### config.mk
export PLATFORM = sky130hd
export DESIGN_NAME = if_fetch_flat
export DESIGN_NICKNAME = d
export VERILOG_FILES = /design/src/rtl/if_fetch_pkg.sv /design/src/rtl/if_fetch_if.sv /design/src/rtl/if_fetch_pc_next_sel.sv /design/src/rtl/if_fetch.sv /design/src/flat_wrapper.sv
export SDC_FILE = /design/constraint.sdc
export NUM_CORES = 1
export LEC_CHECK = 0
export CAP_MARGIN = 5
export CORE_MARGIN = 2
export CORE_UTILIZATION = 51
export CTS_CLUSTER_DIAMETER = 50
export DETAILED_ROUTE_END_ITERATION = 8
export GPL_TIMING_DRIVEN = 0
export PLACE_DENSITY = 0.81
export REMOVE_ABC_BUFFERS = 1
export SLEW_MARGIN = 25
export SYNTH_ARGS = -nofsm -noshare
export SYNTH_HDL_FRONTEND = slang
export SYNTH_SLANG_ARGS = --single-unit
### constraint.sdc
create_clock -name clk -period 3.35 [get_ports clk]
set_input_delay 0.5025 -clock clk [delete_from_list [all_inputs] [get_ports clk]]
set_output_delay 0.5025 -clock clk [all_outputs]
set_load 0.005 [all_outputs]
### src/rtl/if_fetch_pkg.sv
// Shared definitions for the instruction-fetch stage.
//   XLEN             - datapath / address width
//   fetch_state_t    - fetch FSM encoding (REQ, DRAIN, HOLD)
//   NOP_INSTR        - bubble encoding (sll $0,$0,0)
//   DEFAULT_RESET_PC - PC loaded on reset unless overridden
//   align_word()     - clears the byte-offset bits of an address
package if_fetch_pkg;

  localparam int unsigned XLEN = 32;

  typedef enum logic [1:0] {
    ST_REQ   = 2'd0,
    ST_DRAIN = 2'd1,
    ST_HOLD  = 2'd2
  } fetch_state_t;

  localparam logic [XLEN-1:0] NOP_INSTR        = 32'h0000_0000;
  localparam logic [XLEN-1:0] DEFAULT_RESET_PC = 32'h0000_0000;

  // Force a target onto a word boundary.
  function automatic logic [XLEN-1:0] align_word(input logic [XLEN-1:0] a);
    return a & ~XLEN'(3);
  endfunction

endpackage

### src/rtl/if_fetch_if.sv
// Instruction-memory request/acknowledge channel.
//   imem_req   - fetch request, held until acknowledged
//   imem_addr  - word-aligned request address, stable while imem_req=1
//   imem_ack   - one-cycle response strobe
//   imem_rdata - instruction word, valid while imem_ack=1
// master: fetch stage; slave: instruction memory.
interface if_fetch_if
  import if_fetch_pkg::*;
();

  logic            imem_req;
  logic [XLEN-1:0] imem_addr;
  logic            imem_ack;
  logic [XLEN-1:0] imem_rdata;

  modport master (
    output imem_req,
    output imem_addr,
    input  imem_ack,
    input  imem_rdata
  );

  modport slave (
    input  imem_req,
    input  imem_addr,
    output imem_ack,
    output imem_rdata
  );

endinterface

### src/rtl/if_fetch_pc_next_sel.sv
// Combinational next-PC selection for the fetch stage.
//   i_pc          - current fetch PC
//   i_advance     - current fetch accepted, step to PC+4
//   i_PCSrcD      - taken branch (highest priority), target i_PCBranchD
//   i_JumpD       - jump, target i_PCJumpD
//   o_pc_next_c   - PC for the next cycle (targets word-aligned)
//   o_pc_plus4_c  - PC+4, modulo 2^32
//   o_redirect_c  - a branch or jump overrides sequential fetch
module pc_next_sel
  import if_fetch_pkg::*;
(
  input  logic [XLEN-1:0] i_pc,
  input  logic            i_advance,
  input  logic            i_PCSrcD,
  input  logic [XLEN-1:0] i_PCBranchD,
  input  logic            i_JumpD,
  input  logic [XLEN-1:0] i_PCJumpD,
  output logic [XLEN-1:0] o_pc_next_c,
  output logic [XLEN-1:0] o_pc_plus4_c,
  output logic            o_redirect_c
);

  // Natural wrap: 32'hFFFF_FFFC + 4 = 0.
  assign o_pc_plus4_c = i_pc + XLEN'(4);
  assign o_redirect_c = i_PCSrcD | i_JumpD;

  // Branch beats jump; either beats sequential advance.
  always_comb begin
    o_pc_next_c = i_pc;
    if (i_PCSrcD) begin
      o_pc_next_c = align_word(i_PCBranchD);
    end else if (i_JumpD) begin
      o_pc_next_c = align_word(i_PCJumpD);
    end else if (i_advance) begin
      o_pc_next_c = o_pc_plus4_c;
    end
  end

endmodule

### src/rtl/if_fetch.sv
// Instruction-fetch stage: producer side of the IF/ID pipeline register.
// Owns the PC, fetches from a variable-latency memory over imem (req/ack),
// and presents either a fetched instruction or a NOP bubble to IF/ID.
//   clk, rst       - clock, synchronous active-high reset
//   imem           - if_fetch_if.master, instruction-memory channel
//   i_StallF       - hold fetch outputs and PC
//   i_PCSrcD/i_PCBranchD - taken branch from ID and its target
//   i_JumpD/i_PCJumpD    - jump from ID and its target
//   o_instr, o_PCPlus4F  - instruction and its PC+4 to IF/ID
//   o_InstrValidF  - 1 = o_instr is real, 0 = bubble
//   o_bubble_cnt   - bubble counter, present only when IF_BUBBLE_CNT_EN
//                    is defined, otherwise tied to 0
module if_fetch
  import if_fetch_pkg::*;
#(
  parameter logic [XLEN-1:0] RESET_PC  = DEFAULT_RESET_PC,
  parameter logic [XLEN-1:0] NOP_INSTR = if_fetch_pkg::NOP_INSTR
) (
  input  logic            clk,
  input  logic            rst,
  if_fetch_if.master      imem,
  input  logic            i_StallF,
  input  logic            i_PCSrcD,
  input  logic [XLEN-1:0] i_PCBranchD,
  input  logic            i_JumpD,
  input  logic [XLEN-1:0] i_PCJumpD,
  output logic [XLEN-1:0] o_instr,
  output logic [XLEN-1:0] o_PCPlus4F,
  output logic            o_InstrValidF,
  output logic [XLEN-1:0] o_bubble_cnt
);

  fetch_state_t    r_state;
  logic [XLEN-1:0] r_pc;         // architectural fetch PC
  logic [XLEN-1:0] r_addr;       // address on the bus; lags r_pc in DRAIN
  logic [XLEN-1:0] r_buf_instr;  // word captured while stalled
  logic [XLEN-1:0] r_buf_pc4;

  logic            w_req;
  logic            w_ack;
  logic            w_advance;
  logic            w_redirect;
  logic [XLEN-1:0] w_pc_next;
  logic [XLEN-1:0] w_pc_plus4;

  // Request is a decode of the state register, squashed while in reset.
  assign w_req          = (r_state != ST_HOLD) && !rst;
  assign w_ack          = imem.imem_ack && w_req;
  assign w_advance      = (r_state == ST_REQ) && w_ack;
  assign imem.imem_req  = w_req;
  assign imem.imem_addr = r_addr;

  pc_next_sel u_pc_next_sel (
    .i_pc         (r_pc),
    .i_advance    (w_advance),
    .i_PCSrcD     (i_PCSrcD),
    .i_PCBranchD  (i_PCBranchD),
    .i_JumpD      (i_JumpD),
    .i_PCJumpD    (i_PCJumpD),
    .o_pc_next_c  (w_pc_next),
    .o_pc_plus4_c (w_pc_plus4),
    .o_redirect_c (w_redirect)
  );

  // Fetch FSM, stall buffer and IF/ID outputs.
  always_ff @(posedge clk) begin
    if (rst) begin
      r_state       <= ST_REQ;
      r_pc          <= RESET_PC;
      r_addr        <= RESET_PC;
      r_buf_instr   <= NOP_INSTR;
      r_buf_pc4     <= '0;
      o_instr       <= NOP_INSTR;
      o_PCPlus4F    <= '0;
      o_InstrValidF <= 1'b0;
    end else begin
      r_pc   <= w_pc_next;
      r_addr <= w_pc_next;
      if (w_redirect) begin
        r_buf_instr   <= NOP_INSTR;
        r_buf_pc4     <= '0;
        o_instr       <= NOP_INSTR;
        o_PCPlus4F    <= '0;
        o_InstrValidF <= 1'b0;
        // An unacknowledged request cannot be withdrawn: keep its address
        // on the bus and discard the response when it arrives.
        if (r_state != ST_HOLD && !w_ack) begin
          r_state <= ST_DRAIN;
          r_addr  <= r_addr;
        end else begin
          r_state <= ST_REQ;
        end
      end else begin
        case (r_state)
          ST_REQ: begin
            if (w_ack) begin
              if (!i_StallF) begin
                o_instr       <= imem.imem_rdata;
                o_PCPlus4F    <= w_pc_plus4;
                o_InstrValidF <= 1'b1;
              end else begin
                r_buf_instr <= imem.imem_rdata;
                r_buf_pc4   <= w_pc_plus4;
                r_state     <= ST_HOLD;
              end
            end else if (!i_StallF) begin
              o_instr       <= NOP_INSTR;
              o_PCPlus4F    <= '0;
              o_InstrValidF <= 1'b0;
            end
          end
          ST_HOLD: begin
            if (!i_StallF) begin
              o_instr       <= r_buf_instr;
              o_PCPlus4F    <= r_buf_pc4;
              o_InstrValidF <= 1'b1;
              r_buf_instr   <= NOP_INSTR;
              r_buf_pc4     <= '0;
              r_state       <= ST_REQ;
            end
          end
          ST_DRAIN: begin
            if (!i_StallF) begin
              o_instr       <= NOP_INSTR;
              o_PCPlus4F    <= '0;
              o_InstrValidF <= 1'b0;
            end
            if (w_ack) begin
              r_state <= ST_REQ;
            end else begin
              r_addr <= r_addr;
            end
          end
          default: begin
            r_state <= ST_REQ;
          end
        endcase
      end
    end
  end

`ifdef IF_BUBBLE_CNT_EN
  logic w_bubble;

  // A bubble reaches IF/ID on an unstalled cycle with no word to deliver.
  assign w_bubble = !i_StallF &&
                    (w_redirect || r_state == ST_DRAIN ||
                     (r_state == ST_REQ && !w_ack));

  // Saturating bubble counter.
  always_ff @(posedge clk) begin
    if (rst) begin
      o_bubble_cnt <= '0;
    end else if (w_bubble && (o_bubble_cnt != '1)) begin
      o_bubble_cnt <= o_bubble_cnt + XLEN'(1);
    end
  end
`else
  assign o_bubble_cnt = '0;
`endif

endmodule

### src/flat_wrapper.sv
// flat-port wrapper written by rule: the top's interface ports become plain ports
module if_fetch_flat import if_fetch_pkg::*;
#(
  parameter logic [XLEN-1:0] RESET_PC  = DEFAULT_RESET_PC,
  parameter logic [XLEN-1:0] NOP_INSTR = if_fetch_pkg::NOP_INSTR
)
  (clk, rst, i_StallF, i_PCSrcD, i_PCBranchD, i_JumpD, i_PCJumpD, o_instr, o_PCPlus4F, o_InstrValidF, o_bubble_cnt, imem_imem_req, imem_imem_addr, imem_imem_ack, imem_imem_rdata);
  if_fetch_if imem_i ();
  input  logic clk;
  input  logic rst;
  input  logic i_StallF;
  input  logic i_PCSrcD;
  input  logic [XLEN-1:0] i_PCBranchD;
  input  logic i_JumpD;
  input  logic [XLEN-1:0] i_PCJumpD;
  output logic [XLEN-1:0] o_instr;
  output logic [XLEN-1:0] o_PCPlus4F;
  output logic o_InstrValidF;
  output logic [XLEN-1:0] o_bubble_cnt;
  output wire logic [$bits(imem_i.imem_req)-1:0] imem_imem_req;
  output wire logic [$bits(imem_i.imem_addr)-1:0] imem_imem_addr;
  input wire logic [$bits(imem_i.imem_ack)-1:0] imem_imem_ack;
  input wire logic [$bits(imem_i.imem_rdata)-1:0] imem_imem_rdata;
  assign imem_imem_req = imem_i.imem_req;
  assign imem_imem_addr = imem_i.imem_addr;
  assign imem_i.imem_ack = imem_imem_ack;
  assign imem_i.imem_rdata = imem_imem_rdata;
  if_fetch #(.RESET_PC(RESET_PC), .NOP_INSTR(NOP_INSTR)) u_core (.clk(clk), .rst(rst), .imem(imem_i), .i_StallF(i_StallF), .i_PCSrcD(i_PCSrcD), .i_PCBranchD(i_PCBranchD), .i_JumpD(i_JumpD), .i_PCJumpD(i_PCJumpD), .o_instr(o_instr), .o_PCPlus4F(o_PCPlus4F), .o_InstrValidF(o_InstrValidF), .o_bubble_cnt(o_bubble_cnt));
endmodule
==> results of run 1 <==
## stage by stage
stage | cell area [um^2] | total power, mW | cells | setup TNS, ns | setup WS [ns]
after floorplan | 9500 | 2.874 | 1156 | -124.23 | -1.240
after global placement | 11780 | 3.256 | 1616 | -817.77 | -5.901
after detailed placement | 12190 | 3.300 | 1638 | -31.42 | -1.173
after CTS | 12840 | 5.378 | 1671 | 0 | 0.001666
after global routing | 12880 | 5.573 | 1674 | 0 | 0.04843
final | 12880 | 5.389 | 1674 | 0 | 0.1726
## flip-flops by register name, summed over array words and instances, names as in the netlist, named ones only
register,flops
u_core.r_state,2
u_core.o_PCPlus4F,32
u_core.imem.imem_addr,32
u_core.r_buf_pc4,32
u_core.o_instr,32
u_core.r_buf_instr,32
u_core.r_pc,32
## cell type report
type	instances	area [um^2]
Tap cell	265	331.6
Multi-Input combinational cell	948	5683
Sequential cell	195	3904
Antenna cell	1	2.502
Inverter	13	48.80
Clock inverter	15	192.7
Timing Repair Buffer	220	2291
Fill cell	1623	6584
Clock buffer	17	425.4
## per-layer routing
| metal | vias up | track usage | share of wire |
|---|---|---|---|
| met4 | 0 | 0.1005 | 0.021 |
| met3 | 54 | 0.05472 | 0.093 |
| met5 | - | 0 | 0 |
| met2 | 550 | 0.4655 | 0.47 |
| li1 | 4887 | - | - |
| met1 | 4961 | 0.3881 | 0.42 |
## worst max path at each step
stage	slack (ns)	cells after the start	from	end
floorplan	-1.24	7	u_core.r_state[0]	u_core.o_PCPlus4F[0]
global placement	-5.90	6	rst	u_core.o_instr[21]
detailed placement	-1.17	7	i_JumpD	u_core.o_PCPlus4F[17]
CTS	0.002	9	u_core.r_state[0]	u_core.imem.imem_addr[18]
global route	0.05	6	u_core.r_pc[7]	u_core.o_PCPlus4F[23]
finish	0.17	6	u_core.r_pc[2]	u_core.o_PCPlus4F[30]
## critical path, cell delays in order, from the launching register on
cell       delay (ns)
dfxtp_1          0.48
ha_1             0.30
nand3_1          0.55
or2_2            0.62
or4_4            0.59
xor2_1           0.22
a2111oi_2        0.31
## kinds of logic after synthesis
| family | count (synthesis) |
|---|---|
| muxes | 7 |
| xor gates and xnor gates | 24 |
| AOI/OAI and AO/OA | 427 |
| other | 1 |
| buffers and inverters | 172 |
| adders and majority gates | 5 |
| DFF | 195 |
| and+or+nand+nor | 453 |
## cell usage in the layout, fill, tap and decap left out, drive strengths merged, types with 12 or more instances in the layout
master	instances
a211oi	22
a21oi	98
a22o	25
a22oi	82
a311oi	22
a31oi	12
and3	21
buf	28
clkbuf	17
clkdlybuf4s50	191
conb	32
dfxtp	195
inv	19
nand2	117
nand3	36
nand4	19
nor2	152
nor3	24
nor4	27
o21ai	71
xor2	13
## repair_timing
| item | in CTS | in global routing |
|---|---|---|
| buffers inserted | 1 | 2 |
| setup endpoints to repair | 58 | 33 |
| resized for setup | 8 | 4 |
| pin swaps | 1 | 2 |
## power by group through the flow
stage	clock network [mW]	registers, mW	logic [mW]
global route	2.22	2.49	0.857
CTS	2.12	2.48	0.780
detailed placement	0	2.53	0.769
global placement	0	2.53	0.726
finish	2.11	2.48	0.794
floorplan	0	2.51	0.360
## cell usage after synthesis, types with 4 or more instances
| library cell | n | area (um^2) |
|---|---|---|
| inv_1 | 13 | 48.80 |
| or4_1 | 8 | 60.06 |
| or2_2 | 4 | 25.02 |
| buf_2 | 5 | 25.02 |
| buf_1 | 8 | 30.03 |
| nor3b_1 | 6 | 45.04 |
| a21o_1 | 11 | 82.58 |
| a311oi_1 | 22 | 192.7 |
| o31a_1 | 8 | 70.07 |
| a22o_1 | 25 | 219.0 |
| o21ai_0 | 71 | 355.3 |
| nor4_1 | 27 | 168.9 |
| and4_1 | 6 | 52.55 |
| a2111oi_0 | 8 | 70.07 |
| a31oi_1 | 12 | 75.07 |
| mux2i_1 | 6 | 60.06 |
| ha_1 | 5 | 62.56 |
| a221oi_1 | 5 | 43.79 |
| and3_1 | 21 | 131.4 |
| nor3_1 | 24 | 120.1 |
| nor2_1 | 152 | 570.6 |
| nand2_1 | 117 | 439.2 |
| a22oi_1 | 82 | 615.6 |
| nand4_1 | 17 | 106.4 |
| nand3_1 | 36 | 180.2 |
| and2_1 | 9 | 56.30 |
| a21boi_0 | 6 | 45.04 |
| or3_1 | 7 | 43.79 |
| o211ai_1 | 7 | 52.55 |
| clkbuf_1 | 107 | 401.6 |
| o21a_1 | 6 | 45.04 |
| o22ai_1 | 7 | 43.79 |
| xor2_1 | 13 | 113.9 |
| dfxtp_1 | 195 | 3904 |
| xnor2_1 | 11 | 96.34 |
| a211oi_1 | 22 | 165.2 |
| buf_4 | 36 | 270.3 |
| o31ai_1 | 6 | 45.04 |
| a21oi_1 | 98 | 490.5 |
==> flow_summary_export.csv, run 1 <==
group,metric,value,unit
placement,numPortBuffers,195,
setup_path,reg2regPathDepth,6,
setup_path,crit_required,3.69,ns
setup_path,crit_path_max_fanout,18,
clock_tree,cts_tree,"done",
drt,via_per_inst,6.244,
synthesis,synth_cell_types,73,
pwr,comb_power_share,0.147,
synthesis,complex_gate_fraction_of_the_synthesized_area,0.2869,
setup_path,crit-reg2reg-capture,"u_core.o_PCPlus4F[30]",
clock_tree,clock_latency,0.45,ns
global_route,number_of_global_route_vias_before_repair,9538,
timing,finalSetupViolations,0,
job,drv.max_cap_violation_count,0,
synthesis,synth_register_bits,195,
pwr,power_density,418.4,nW/um^2
clock_tree,numClockSinks,195,
synthesis,post_synth_and_or_nand_nor_area_fraction,0.2147,
setup_path,worst_reg_to_reg_setup_slack,0.17,ns
drt,route.detailed.wl_per_inst,18.91,um
hold_path,worst_hold_path.endpoint,"u_core.imem.imem_addr[23]",
synthesis,synth.mux.area_fraction,0.007037,
die,number_of_top_level_pins,232,
finish,finished_core_util,0.6617,
clock_tree,h-tree-depth,4,
timing,slew-limit-headroom,0.3442,
global_route,grt_use_total,0.2887,
synthesis,synthesis.area_per_instance,7.893,um^2
setup_path,endpoint_kind,"flop",
die,fp_rows,51,
setup_path,regToRegStartpoint,"u_core.r_pc[2]",
timing,achievable-frequency,314.7,MHz
pwr,clockPowerShare,0.392,
pwr,switching_share,0.2873,
die,die_width,145.0,um
clock_tree,number_of_cts_inserted_buffers,17,
clock_tree,clk_transition_reported_paths,0.08,ns
placement,globalplace.congestion,0.9528,
synthesis,synth_xor_area_frac,0.02074,
timing,drv_slew,0,
global_route,grt_remaining_overflow,0,
clock_tree,ctsHoldBuffers,0,
global_route,grt_start_max_net_pins,66,
timing,worstMarginPinSlew,0.9747,ns
global_route,number_of_antenna_violations_at_the_first_check_in_global_routing,1,
timing,hold_viol,0,
synthesis,ys_warn_count,0,
placement,post-dp-hpwl,21110,um
die,die_area,21020,um^2
pwr,seq_power_share,0.461,
drt,routed-via-count,10452,
die,core_box_area,19460,um^2
synthesis,synth_sequential_area_ratio,0.3852,
synthesis,async_flop_share,0,
drt,iteration_0_drc_markers,1217,
status,run_status,"finished, final reports clean",
hold_path,worstHoldStart,"rst",
synthesis,synth-edff-count,0,
drt,remaining_drc_errors,0,
synthesis,postSynthCellCount,1284,
timing,timing.hold.ws,0.3474,ns
pwr,switchingPower,1.548,mW
synthesis,yosys.area_share.adder,0.006173,
die,die_ht,145.0,um
finish,layout-drive-gt1-share,0.06747,
hold_path,holdPathStages,2,
synthesis,netlist_area,10130,um^2
synthesis,combinational_family_with_the_most_area_after_synthesis,"compound AO/OA/AOI/OAI gates",
pwr,internal_power,3.840,mW
setup_path,worst-endpoint-arrival,3.52,ns
synthesis,ys.flop_type,"dfxtp_1",
pwr,p_leak,4.458,nW
pwr,ir_worst_vdd,0.0003471,V
setup_path,critPathKind,"reg -> reg",
drt,detailedRoute.firstPassIterationCount,5,
timing,clock-skew-final,0.009627,ns
global_route,first_pass_grt_wire_length,50370,um
clock_tree,clock_tree_buf_depth,2,
hold_path,min_path_type,"in -> reg",
timing,unrepaired_setup_endpoints_after_global_routing,"false",
die,initial_core_util,0.5207,
finish,area_delta_synth_final,27.07,%
timing,timing.final.crit_period,3.177,ns
clock_tree,cts_root_buf,"clkbuf_16",
finish,finalNetCount,1502,
setup_path,critical_path.startpoint_type,"flop",
drt,drt_wl_total,31660,um
timing,timing.final.crit_share,0.9485,
drt,ant_nets,0,
Note: power is estimated with default switching activity, not from simulation.
==> run 2, diff against run 1 <==
--- a/config.mk
+++ b/config.mk
@@ -11,6 +11,7 @@
 export CTS_CLUSTER_DIAMETER = 50
 export DETAILED_ROUTE_END_ITERATION = 8
 export GPL_TIMING_DRIVEN = 0
+export MAX_ROUTING_LAYER = met4
 export PLACE_DENSITY = 0.81
 export REMOVE_ABC_BUFFERS = 1
 export SLEW_MARGIN = 25
==> run 2 against run 1 <==
  * Maximum frequency fell by 1.8%
  * Critical path depth did not move
  * Clock power rose by 7%
  * Clock skew fell by 0.00086 ns
  * Sequential cell count did not move
  * Global-route usage rose by 0.81 points
  * Critical path type unchanged
  * Critical endpoint is now u_core.r_buf_pc4[30]
  * Largest power group unchanged
==> flow_summary_export.csv, run 2 (synthesis gave the netlist of run 1 again) <==
group,metric,value,unit
pwr,ir_worst_vdd,0.0003144,V
hold_path,holdPathStages,2,
setup_path,critical_path_buf_inv_count,0,
placement,numPortBuffers,195,
die,number_of_top_level_pins,232,
placement,globalplace.congestion,0.9500,
timing,worstMarginPinSlew,1.026,ns
setup_path,critical-path-max-stage-delay,0.62,ns
clock_tree,cts_root_buf,"clkbuf_16",
finish,mostFrequentLayoutCells,"195 x dfxtp_1, 191 x clkdlybuf4s50_1, 147 x nor2_1",
clock_tree,clock_tree_buf_depth,2,
global_route,grt_start_max_net_pins,67,
global_route,number_of_antenna_violations_at_the_first_check_in_global_routing,1,
clock_tree,number_of_cts_inserted_buffers,17,
setup_path,cp_cell_sequence,"ha_1 > nand3_1 > or2_2 > or4_4 > xor2_1 > o21ai_0",
clock_tree,h-tree-depth,4,
finish,fill_cell_count,1602,
timing,finalSetupViolations,0,
finish,finalNetCount,1502,
hold_path,min_path_type,"in -> reg",
setup_path,crit_required,3.65,ns
timing,achievable-frequency,309.2,MHz
die,die_area,21020,um^2
pwr,power_density,428.0,nW/um^2
timing,clock-skew-final,0.008763,ns
setup_path,cp_slowest_cell,"or2_2",
drt,via_per_inst,6.300,
drt,route.detailed.wl_per_inst,19.20,um
drt,remaining_drc_errors,0,
clock_tree,cts_tree,"done",
clock_tree,clock_latency,0.44,ns
timing,hold_viol,0,
global_route,grt_use_total,0.2968,
setup_path,reg2regPathDepth,6,
die,initial_core_util,0.5207,
timing,drv_slew,0,
global_route,first_pass_grt_wire_length,50270,um
global_route,number_of_global_route_vias_before_repair,9543,
clock_tree,clk_transition_reported_paths,0.08,ns
drt,iteration_0_drc_markers,1179,
die,core_box_area,19460,um^2
timing,final.setup.tns,0,ns
finish,final_common_cell,"dfxtp_1",
clock_tree,numClockSinks,195,
setup_path,worst-path-stages,6,
die,die_ht,145.0,um
setup_path,crit_path_max_fanout,18,
finish,layout-drive-gt1-share,0.06605,
setup_path,critical_path.startpoint_type,"flop",
drt,detailedRoute.firstPassIterationCount,6,
setup_path,critPathTopFamily,"simple AND/OR/NAND/NOR gates",
setup_path,endpoint_kind,"flop",
setup_path,worst_reg_to_reg_setup_slack,0.12,ns
status,run_status,"finished, final reports clean",
timing,slew-limit-headroom,0.3095,
timing,unrepaired_setup_endpoints_after_global_routing,"false",
timing,timing.final.crit_share,0.9655,
drt,ant_nets,0,
timing,timing.final.crit_period,3.235,ns
finish,area_delta_synth_final,27.48,%
finish,finished_core_util,0.6638,
placement,post-dp-hpwl,21100,um
pwr,p_leak,4.472,nW
setup_path,worst-endpoint-arrival,3.53,ns
job,drv.max_cap_violation_count,0,
global_route,grt_remaining_overflow,0,
die,fp_rows,51,
die,die_width,145.0,um
drt,drt_wl_total,32140,um
setup_path,critPathKind,"reg -> reg",
drt,routed-via-count,10547,
## run 2: per-layer routing
| layer | vias up | track usage | wire length, um |
|---|---|---|---|
| li1 | 4903 | - | - |
| met1 | 5008 | 0.3958 | 14060 |
| met2 | 557 | 0.4605 | 14600 |
| met3 | 79 | 0.04906 | 2570 |
| met4 | 0 | 0.09802 | 919 |
| met5 | - | - | 0 |
## run 2: final cells by class
type / count / area [um^2] / share of cell area
well taps: 265 / 331.6 / 0.02566
clock inverters: 15 / 222.7 / 0.01724
clock buffers: 17 / 425.4 / 0.03293
inverters: 13 / 48.80 / 0.003777
multi-input cells: 949 / 5683 / 0.4399
repair buffers: 219 / 2302 / 0.1782
diodes: 1 / 2.502 / 0.0001937
flip-flops and latches: 195 / 3904 / 0.3021
## run 2: worst paths after layout
| kind | from | to |
|---|---|---|
| worst max register to register | u_core.r_pc[2] | u_core.r_buf_pc4[30] |
| worst min register to register | u_core.r_buf_pc4[20] | u_core.r_buf_pc4[20] |
| worst max-delay path | u_core.r_pc[2] | u_core.r_buf_pc4[30] |
| worst min-delay path | rst | u_core.imem.imem_addr[23] |
## run 2: per-stage QoR
| step | power (mW) | area (um^2) | hold slack [ns] | worst slack [ns] | cells |
|---|---|---|---|---|---|
| finish | 5.530 | 12920 | 0.3479 | 0.1155 | 1674 |
| CTS | 5.511 | 12900 | 0.3428 | 0.1115 | 1672 |
| floorplan | 2.874 | 9500 | 0.4227 | -1.240 | 1156 |
| detailed placement | 3.303 | 12190 | 0.4451 | -1.088 | 1637 |
| global placement | 3.255 | 11780 | 0.4342 | -5.906 | 1616 |
| global route | 5.703 | 12920 | 0.3583 | 0.009124 | 1674 |
## run 2: timing repair
item	4_1_cts	5_1_grt
buffers inserted	3	0
gates cloned	0	1
endpoints found under the hold margin	0	0
hold buffers	0	0
pin swaps	4	1
gates resized for setup	8	2
setup endpoints to repair	65	9
## run 2: power by group
group | total, mW | switching [mW] | internal, mW | leakage, nW
registers | 2.48 | 0.0911 | 2.39 | 1.59
clock network | 2.25 | 1.03 | 1.22 | 0.308
logic | 0.801 | 0.429 | 0.372 | 2.58
